`config.mk`:
```
export PLATFORM = sky130hd
export DESIGN_NAME = pipe_ctrl
export DESIGN_NICKNAME = d
export VERILOG_FILES = /design/src/rtl/pipe_ctrl.sv
export SDC_FILE = /design/constraint.sdc
export NUM_CORES = 1
export LEC_CHECK = 0
export CORE_MARGIN = 4
export CORE_UTILIZATION = 51
export DETAILED_ROUTE_END_ITERATION = 7
export PLACE_DENSITY = 0.86
export SLEW_MARGIN = 15
export SYNTH_ARGS = -nofsm -noshare
export SYNTH_HDL_FRONTEND = slang
export SYNTH_SLANG_ARGS = --single-unit
```
`constraint.sdc`:
```
create_clock -name clk -period 9.65 [get_ports clk]
set_input_delay 2.4125 -clock clk [delete_from_list [all_inputs] [get_ports clk]]
set_output_delay 2.4125 -clock clk [all_outputs]
set_load 0.01 [all_outputs]
```
`src/rtl/pipe_ctrl.sv`:
```
// rtl/pipe_ctrl.sv - parametrised pipeline stall/flush/redirect controller with perf counters
module pipe_ctrl #(
  parameter int NSTAGE = 5,
  parameter int RDEPTH = 1,
  parameter int PC_W   = 64,
  parameter int CNT_W  = 32
) (
  input  logic                  clk,
  input  logic                  reset,
  input  logic [NSTAGE-1:0]     stall_req,
  input  logic                  redirect,
  input  logic [PC_W-1:0]       redirect_target,
  output logic [2*NSTAGE-1:0]   ctrl,
  output logic                  pc_redir_valid,
  output logic [PC_W-1:0]       pc_redir_target,
  input  logic                  cnt_clear,
  output logic [CNT_W-1:0]      stall_cnt,
  output logic [CNT_W-1:0]      redir_cnt
);

  localparam int KW = $clog2(NSTAGE);

  localparam logic [1:0] C_STREAM = 2'b00;
  localparam logic [1:0] C_FLUSH  = 2'b01;
  localparam logic [1:0] C_KEEP   = 2'b11;

  typedef enum logic {
    ST_IDLE,
    ST_PEND
  } state_t;

  state_t            r_state;
  logic [PC_W-1:0]   r_pend_target;
  logic [CNT_W-1:0]  r_stall_cnt;
  logic [CNT_W-1:0]  r_redir_cnt;

  logic [KW-1:0]     w_k;
  logic              w_back_stall;
  logic              w_fetch_busy;
  logic              w_any_stall;
  logic              w_apply;
  logic              w_accept;

  // Locate the highest stalled back-end register; index 0 (fetch) is handled separately
  always_comb begin
    w_k          = '0;
    w_back_stall = 1'b0;
    for (int i = 1; i < NSTAGE; i++) begin
      if (stall_req[i]) begin
        w_k          = KW'(i);
        w_back_stall = 1'b1;
      end
    end
  end

  assign w_any_stall  = |stall_req;
  assign w_fetch_busy = stall_req[0] & ~w_back_stall;
  // A redirect is applied only when the whole pipe is free to move
  assign w_apply      = ~w_any_stall & (redirect | (r_state == ST_PEND));
  // Back-end stalls make the source hold its redirect, so it is not taken then
  assign w_accept     = redirect & ~w_back_stall;

  // Per-register write codes and PC redirect, priority back-end stall > fetch busy > redirect
  always_comb begin
    ctrl            = '0;
    pc_redir_valid  = 1'b0;
    pc_redir_target = '0;
    if (w_back_stall) begin
      for (int j = 0; j < NSTAGE; j++) begin
        if (j < int'(w_k)) begin
          ctrl[2*j +: 2] = C_KEEP;
        end else if (j == int'(w_k)) begin
          ctrl[2*j +: 2] = C_FLUSH;
        end else begin
          ctrl[2*j +: 2] = C_STREAM;
        end
      end
    end else if (w_fetch_busy) begin
      ctrl[1:0] = C_KEEP;
      ctrl[3:2] = C_FLUSH;
      if (redirect) begin
        for (int j = 1; j <= RDEPTH; j++) begin
          ctrl[2*j +: 2] = C_FLUSH;
        end
      end
    end else if (w_apply) begin
      pc_redir_valid  = 1'b1;
      pc_redir_target = redirect ? redirect_target : r_pend_target;
      ctrl[1:0]       = C_STREAM;
      // In PEND this also squashes the wrong-path instruction fetch just delivered
      for (int j = 1; j <= RDEPTH; j++) begin
        ctrl[2*j +: 2] = C_FLUSH;
      end
    end
  end

  // Pending-redirect FSM: park a redirect while fetch is busy, release when nothing stalls
  always_ff @(posedge clk or posedge reset) begin
    if (reset) begin
      r_state       <= ST_IDLE;
      r_pend_target <= '0;
    end else if (w_fetch_busy && redirect) begin
      r_state       <= ST_PEND;
      r_pend_target <= redirect_target;
    end else if (!w_any_stall) begin
      r_state       <= ST_IDLE;
    end
  end

  // Saturating count of cycles where the PC register was held
  always_ff @(posedge clk or posedge reset) begin
    if (reset) begin
      r_stall_cnt <= '0;
    end else if (cnt_clear) begin
      r_stall_cnt <= '0;
    end else if (w_any_stall && (r_stall_cnt != {CNT_W{1'b1}})) begin
      r_stall_cnt <= r_stall_cnt + CNT_W'(1);
    end
  end

  // Saturating count of accepted redirects; replaying a pending one is not recounted
  always_ff @(posedge clk or posedge reset) begin
    if (reset) begin
      r_redir_cnt <= '0;
    end else if (cnt_clear) begin
      r_redir_cnt <= '0;
    end else if (w_accept && (r_redir_cnt != {CNT_W{1'b1}})) begin
      r_redir_cnt <= r_redir_cnt + CNT_W'(1);
    end
  end

  assign stall_cnt = r_stall_cnt;
  assign redir_cnt = r_redir_cnt;

endmodule

```
==> flow_summary.ini, run 1 <==
[timing]
rsz0062_at_grt = no
slew_violations = 0
worst_slew_pin_slew_ns = 1.13
period_needed_ns = 7.79
slew_headroom_pct = 25.0
final_hold_viol_count = 0
maxClockFrequency_mhz = 128
fin_worst_hold_slack_ns = 0.503
finalSetupViolCount = 0
final.period_utilization_pct = 80.8
setup_total_negative_slack_ns = 0
final_clock_skew_ns = 0.00664

[logic_synthesis]
synth_async_sr_flop_share_pct = 100
synth_sequential_area_ratio_pct = 46.1
synth-adder-area-share_pct = 0.357
dominantRegCellSynth = dfrtp_1
post_synth_main_area_contributors = dfrtp_1 (46%), mux2_2 (11%), mux2i_1 (9.4%)
syn_inst = 684
synth-simple-area-share_pct = 18.5
synth_edf_count = 0
combinational_family_with_the_most_area_after_synthesis = multiplexers
synth_cell_types = 52
synth.net_count = 759
synth-xor-area-share_pct = 2.62
ys_seq_elements = 129
synth.mux.area_fraction_pct = 20.2
synth_top_area_share_pct = 46.1
synth_compound_gate_area_share_pct = 8.39
syn-mean-instance-area_um2 = 10.2
synth.largest_area_cell = dfrtp_1
synth.cell_area_um2 = 7010
yosys_warnings = 0

[placed_design]
count_of_buffers_inserted_at_the_top_level_ports = 210
gp_congestion = 0.905
dpl.hpwl_mm = 13.2

[final_layout]
layout.filler_cells = 919
final_net_count = 946
most_common_library_cell_in_the_layout_ignoring_fill_and_taps = clkdlybuf4s50_1
antenna-diode-count = 0
area_growth_from_synthesis_to_final_layout_pct = 39.5
drive_above_1_share_pct = 14.1
layout.cells.most_common_list = clkdlybuf4s50_1 (208), dfrtp_1 (129), nor2_1 (99)

[outcome]
status = finished clean

[pwr]
total_switching_power_uw = 331
p_comb_share_pct = 11.4
share_clk_of_total_power_pct = 45.4
sw_frac_of_total_pct = 22.9
pwr_density_cell_nw_per_um2 = 148
internal-power_mw = 1.12
seq_power_share_pct = 43.2
worst_ir_drop_vdd_mv = 0.127
power.leakage_nw = 3.97

[grt]
overflow = 0
grt_start_max_net_pins = 80
grt_antenna_before_repair = 0
first_pass_grt_wire_length_mm = 30.8
vias_in_the_first_global_route = 6242
grt.total_usage_pct = 23.9

[clock_network]
tritoncts = yes
ctsLongestPathBuffers = 2
clock-root-buffer = clkbuf_16
cts_made_buffers = 17
hold_buffers = 0
htree_num_levels = 4
insertion_delay_ns = 0.42
clkSinkCount = 129
reg_clk_slew_reported_paths_ns = 0.05
number_of_gates_resized_after_cts = 0
count_of_buffers_added_by_post_cts_timing_repair_for_setup = 0

[setup_path]
cp_data_required_time_ns = 7.24
timing.critical_path.to_type = output pin
critical_path_class = input port to output pin
setup.worst_path.start_class = input port
worst_path_max_delay_cell = clkdlybuf4s50_1
max_stage_delay_ns = 0.62
worst_ep_arrival_time_ns = 5.38
path_cells = clkdlybuf4s50_1, or4_4, nor2_1, o21ai_4, buf_4, nor2_1, clkdlybuf4s50_1
critical_path_peak_fanout = 65

[floorplan]
core-area_um2 = 13300
die_x_um = 125
fp.dieH_um = 125
rows = 42
start_util_pct = 52.5
io-pin-count = 212
area_of_the_die_um2 = 15700

[min_path]
holdCritPathClass = flip-flop to flip-flop

[job]
drv_cap = 0

[drt]
num_vias = 6115
detail_route_antenna_nets = 0
avgViaCountPerCell = 5.77
drt_iter0_drc = 476
drcViolationCount = 0
firstDrtPassIters = 4
avgRoutedWirePerCell_um = 17.9
wl_mm = 19.0
[cells by family after synthesis]
group | after synthesis
and+or+nand+nor | 246
muxes | 133
DFF | 129
xor gates and xnor gates | 21
adders and majority gates | 2
buffers and inverters | 58
other | 1
AOI/OAI and AO/OA | 94
[synth_stat cells, types with 2 or more instances]
cell,instances
nand4_1,20
nand2b_1,2
buf_6,2
mux2_2,67
or3_2,2
nor3_1,3
or2_2,2
ha_1,2
a31o_2,2
nor4b_1,2
buf_4,3
nand3_1,17
nor4_1,10
and2_1,4
clkbuf_1,32
and4_1,10
nor2_1,99
xor2_1,4
a21oi_1,36
and4_2,2
dfrtp_1,129
or4_4,2
o2111ai_1,3
or4b_2,2
inv_1,12
or3_1,24
a2111oi_0,2
o31ai_1,10
and3_1,3
nor2b_1,5
o41ai_1,2
nand2_1,24
o21ai_0,27
a211oi_1,4
mux2i_1,66
dlygate4sd1_1,2
or4_1,11
buf_1,5
xnor2_1,17
[through the flow]
| stage | setup WS [ns] | area, um2 | std cells | util [%] | power [mW] |
|---|---|---|---|---|---|
| after detailed placement | 1.86 | 9160 | 1028 | 68.6 | 0.800 |
| after CTS | 1.87 | 9760 | 1060 | 73.1 | 1.46 |
| final | 1.86 | 9770 | 1060 | 73.2 | 1.45 |
| after global routing | 1.69 | 9770 | 1060 | 73.2 | 1.50 |
| after floorplan | 3.12 | 7010 | 684 | - | 0.728 |
| after global placement | 2.01 | 9160 | 1028 | 68.6 | 0.788 |
[final timing paths]
kind	from	to	slack (ns)	depth (start not counted)
max in group asynchronous	reset	r_pend_target[36]	5.78	3
min	r_pend_target[32]	r_pend_target[32]	0.50	1
max reg2reg	redir_cnt[0]	redir_cnt[5]	7.21	6
min in group asynchronous	reset	stall_cnt[28]	2.44	2
max	stall_req[4]	pc_redir_target[49]	1.86	7
min reg2reg	r_pend_target[32]	r_pend_target[32]	0.50	1
[routing by layer]
layer / part of all wire, % / track usage, % / up-vias
met2: 51 / 41.3 / 220
met5: 0 / 0 / -
met1: 39 / 27.6 / 2983
met3: 6.5 / 7.29 / 50
met4: 3.5 / 10.3 / 0
li1: - / - / 2862
[critical path: cells and delay by family]
kind	cells	cell delay, ns
and+or+nand+nor	3	1.30
buffers and inverters	3	1.54
AOI/OAI and AO/OA	1	0.09
[flip-flops by register name, indices dropped and copies added, names as in the netlist]
name / flops
redir_cnt: 32
r_pend_target: 64
stall_cnt: 32
r_state: 1
[power by group through the flow]
stage / combinational, mW / sequential, mW / clock, mW
floorplan: 0.104 / 0.625 / 0
global placement: 0.160 / 0.629 / 0
detailed placement: 0.167 / 0.633 / 0
CTS: 0.168 / 0.625 / 0.664
global route: 0.182 / 0.632 / 0.688
finish: 0.164 / 0.625 / 0.658
[cell type report]
| cell class | count | area, um2 | area share (%) |
|---|---|---|---|
| repair buffers | 214 | 2130 | 21.8 |
| flip-flops and latches | 129 | 3230 | 33.0 |
| inverters | 12 | 47.5 | 0.486 |
| well taps | 176 | 220 | 2.25 |
| clock buffers | 22 | 474 | 4.85 |
| multi-input cells | 497 | 3540 | 36.3 |
| clock inverters | 10 | 133 | 1.36 |
(Power assumes the default switching activity.)
==> inputs of run 2 (changes only) <==
--- a/config.mk
+++ b/config.mk
@@ -6,9 +6,9 @@
 export NUM_CORES = 1
 export LEC_CHECK = 0
 export CORE_MARGIN = 4
-export CORE_UTILIZATION = 51
+export CORE_UTILIZATION = 48
 export DETAILED_ROUTE_END_ITERATION = 7
-export PLACE_DENSITY = 0.86
+export PLACE_DENSITY = 0.82
 export SLEW_MARGIN = 15
 export SYNTH_ARGS = -nofsm -noshare
 export SYNTH_HDL_FRONTEND = slang
==> constraint.sdc (replaced) <==
create_clock -name clk -period 7.2 [get_ports clk]
set_input_delay 1.8 -clock clk [delete_from_list [all_inputs] [get_ports clk]]
set_output_delay 1.8 -clock clk [all_outputs]
set_load 0.01 [all_outputs]
==> run 2 against run 1 <==
Compared with the run above: first-iteration DRC count up 0.21%; sequential cell count unchanged; critical path depth up 1; die area up 5.8%; sequential share of layout area about the same; setup slack worse by 0.89 ns; power up 33%; register-to-register slack worse by 2.5 ns; via count up 0.15%; global-route usage down 0.40 points; critical endpoint is now pc_redir_target[22]; largest power group unchanged.
==> flow_summary.ini, run 2 (synthesis results as in run 1) <==
[final_layout]
layout.filler_cells = 1023
final_net_count = 950
area_growth_from_synthesis_to_final_layout_pct = 39.7
drive_above_1_share_pct = 14.4
layout.cells.most_common_list = clkdlybuf4s50_1 (208), dfrtp_1 (129), nor2_1 (99)
multi_input_area_um2 = 3540
layout.area.seq_um2 = 3230
antenna-diode-count = 0
largest_register_ffs = 64
regMostFlops = r_pend_target
most_common_library_cell_in_the_layout_ignoring_fill_and_taps = clkdlybuf4s50_1

[clock_network]
clock-root-buffer = clkbuf_16
hold_buffers = 0
clkSinkCount = 129
count_of_buffers_added_by_post_cts_timing_repair_for_setup = 0
cts_made_buffers = 17
ctsLongestPathBuffers = 2
tritoncts = yes
insertion_delay_ns = 0.41
htree_num_levels = 4
number_of_gates_resized_after_cts = 0
reg_clk_slew_reported_paths_ns = 0.05

[pwr]
pwr_density_cell_nw_per_um2 = 196
power.leakage_nw = 3.98
worst_ir_drop_vdd_mv = 0.134

[floorplan]
io-pin-count = 212
fp.dieH_um = 129
rows = 43
core-area_um2 = 14100
die_x_um = 129
start_util_pct = 49.7
area_of_the_die_um2 = 16600

[timing]
rsz0062_at_grt = no
finalSetupViolCount = 0
maxClockFrequency_mhz = 160
slew_violations = 0
setup_total_negative_slack_ns = 0
slew_headroom_pct = 43.7
final_hold_viol_count = 0
worst_slew_pin_slew_ns = 0.845
period_needed_ns = 6.23
final_clock_skew_ns = 0.00505
final.period_utilization_pct = 86.5
postLayoutSetupSlackWorst_ns = 0.969

[drt]
num_vias = 6124
avgRoutedWirePerCell_um = 18.0
avgViaCountPerCell = 5.73
drcViolationCount = 0
drt_iter0_drc = 477
firstDrtPassIters = 5
detail_route_antenna_nets = 0
wl_mm = 19.2

[setup_path]
max_stage_delay_ns = 0.57
critical_path.top_delay_family = buffers and inverters
setup.worst_path.start_class = input port
path_cells = clkdlybuf4s50_1, or4_4, nor2_1, buf_4, o21ai_4, buf_4, nor2_1, clkdlybuf4s50_1
critical_path_class = input port to output pin
cp_data_required_time_ns = 5.40
worst_ep_arrival_time_ns = 4.43
timing.critical_path.buf_inv = 4
timing.critical_path.to_type = output pin
critical_path_peak_fanout = 65
worst_path_max_delay_cell = clkdlybuf4s50_1

[placed_design]
dpl.hpwl_mm = 13.4
pre_cts_ws_ns = 1.00
count_of_buffers_inserted_at_the_top_level_ports = 210
gp_congestion = 0.867

[grt]
first_pass_grt_wire_length_mm = 31.8
grt_antenna_before_repair = 0
grt.total_usage_pct = 23.5
grt_start_max_net_pins = 71
vias_in_the_first_global_route = 6352
overflow = 0

[min_path]
holdCritPathClass = flip-flop to flip-flop

[job]
drv_cap = 0

[outcome]
status = finished clean
## run 2: cell types whose count changed in the layout (fill, tap and decap cells not counted)
cell	change
buf_2	+1
buf_4	+3
clkbuf_1	+1
clkbuf_8	-2
clkinv_2	+1
## run 2: per-layer routing
metal | vias up | global-route usage (%) | wire (um)
met5 | - | 0 | 0
met4 | 0 | 10.1 | 544
met3 | 44 | 5.56 | 1240
met2 | 233 | 40.1 | 9820
met1 | 2986 | 28.5 | 7590
li1 | 2861 | - | -
## run 2: worst paths after layout
| path | start | endpoint | slack, ns | cells after the start |
|---|---|---|---|---|
| max reg2reg | redir_cnt[0] | redir_cnt[5] | 4.69 | 6 |
| min reg2reg | r_pend_target[10] | r_pend_target[10] | 0.50 | 1 |
| min | r_pend_target[10] | r_pend_target[10] | 0.50 | 1 |
| max in group asynchronous | reset | stall_cnt[10] | 3.95 | 3 |
| min in group asynchronous | reset | r_pend_target[18] | 1.90 | 2 |
| max | stall_req[4] | pc_redir_target[22] | 0.97 | 8 |
## run 2: per-stage QoR
step           util, %  hold WS, ns  area, um2  std cells  power [mW]
5_1_grt           69.4        0.509       9790       1068        1.99
2_1_floorplan        -        0.476       7010        684       0.976
4_1_cts           69.4        0.504       9780       1068        1.93
3_5_place_dp      65.2        0.492       9190       1036        1.07
6_report          69.4        0.503       9790       1068        1.92
3_3_place_gp      65.2        0.485       9190       1036        1.06
## run 2: area by class of cell
| class | instances | share of cell area [%] |
|---|---|---|
| multi-input cells | 497 | 36.2 |
| flip-flops and latches | 129 | 33.0 |
| repair buffers | 218 | 22.0 |
| clock buffers | 21 | 4.60 |
| well taps | 180 | 2.30 |
| clock inverters | 11 | 1.41 |
| inverters | 12 | 0.486 |
## run 2: where the power goes
part	total [mW]	switching (mW)	internal [mW]
sequential	0.838	0.0395	0.799
combinational	0.221	0.0927	0.128
clock	0.859	0.309	0.550
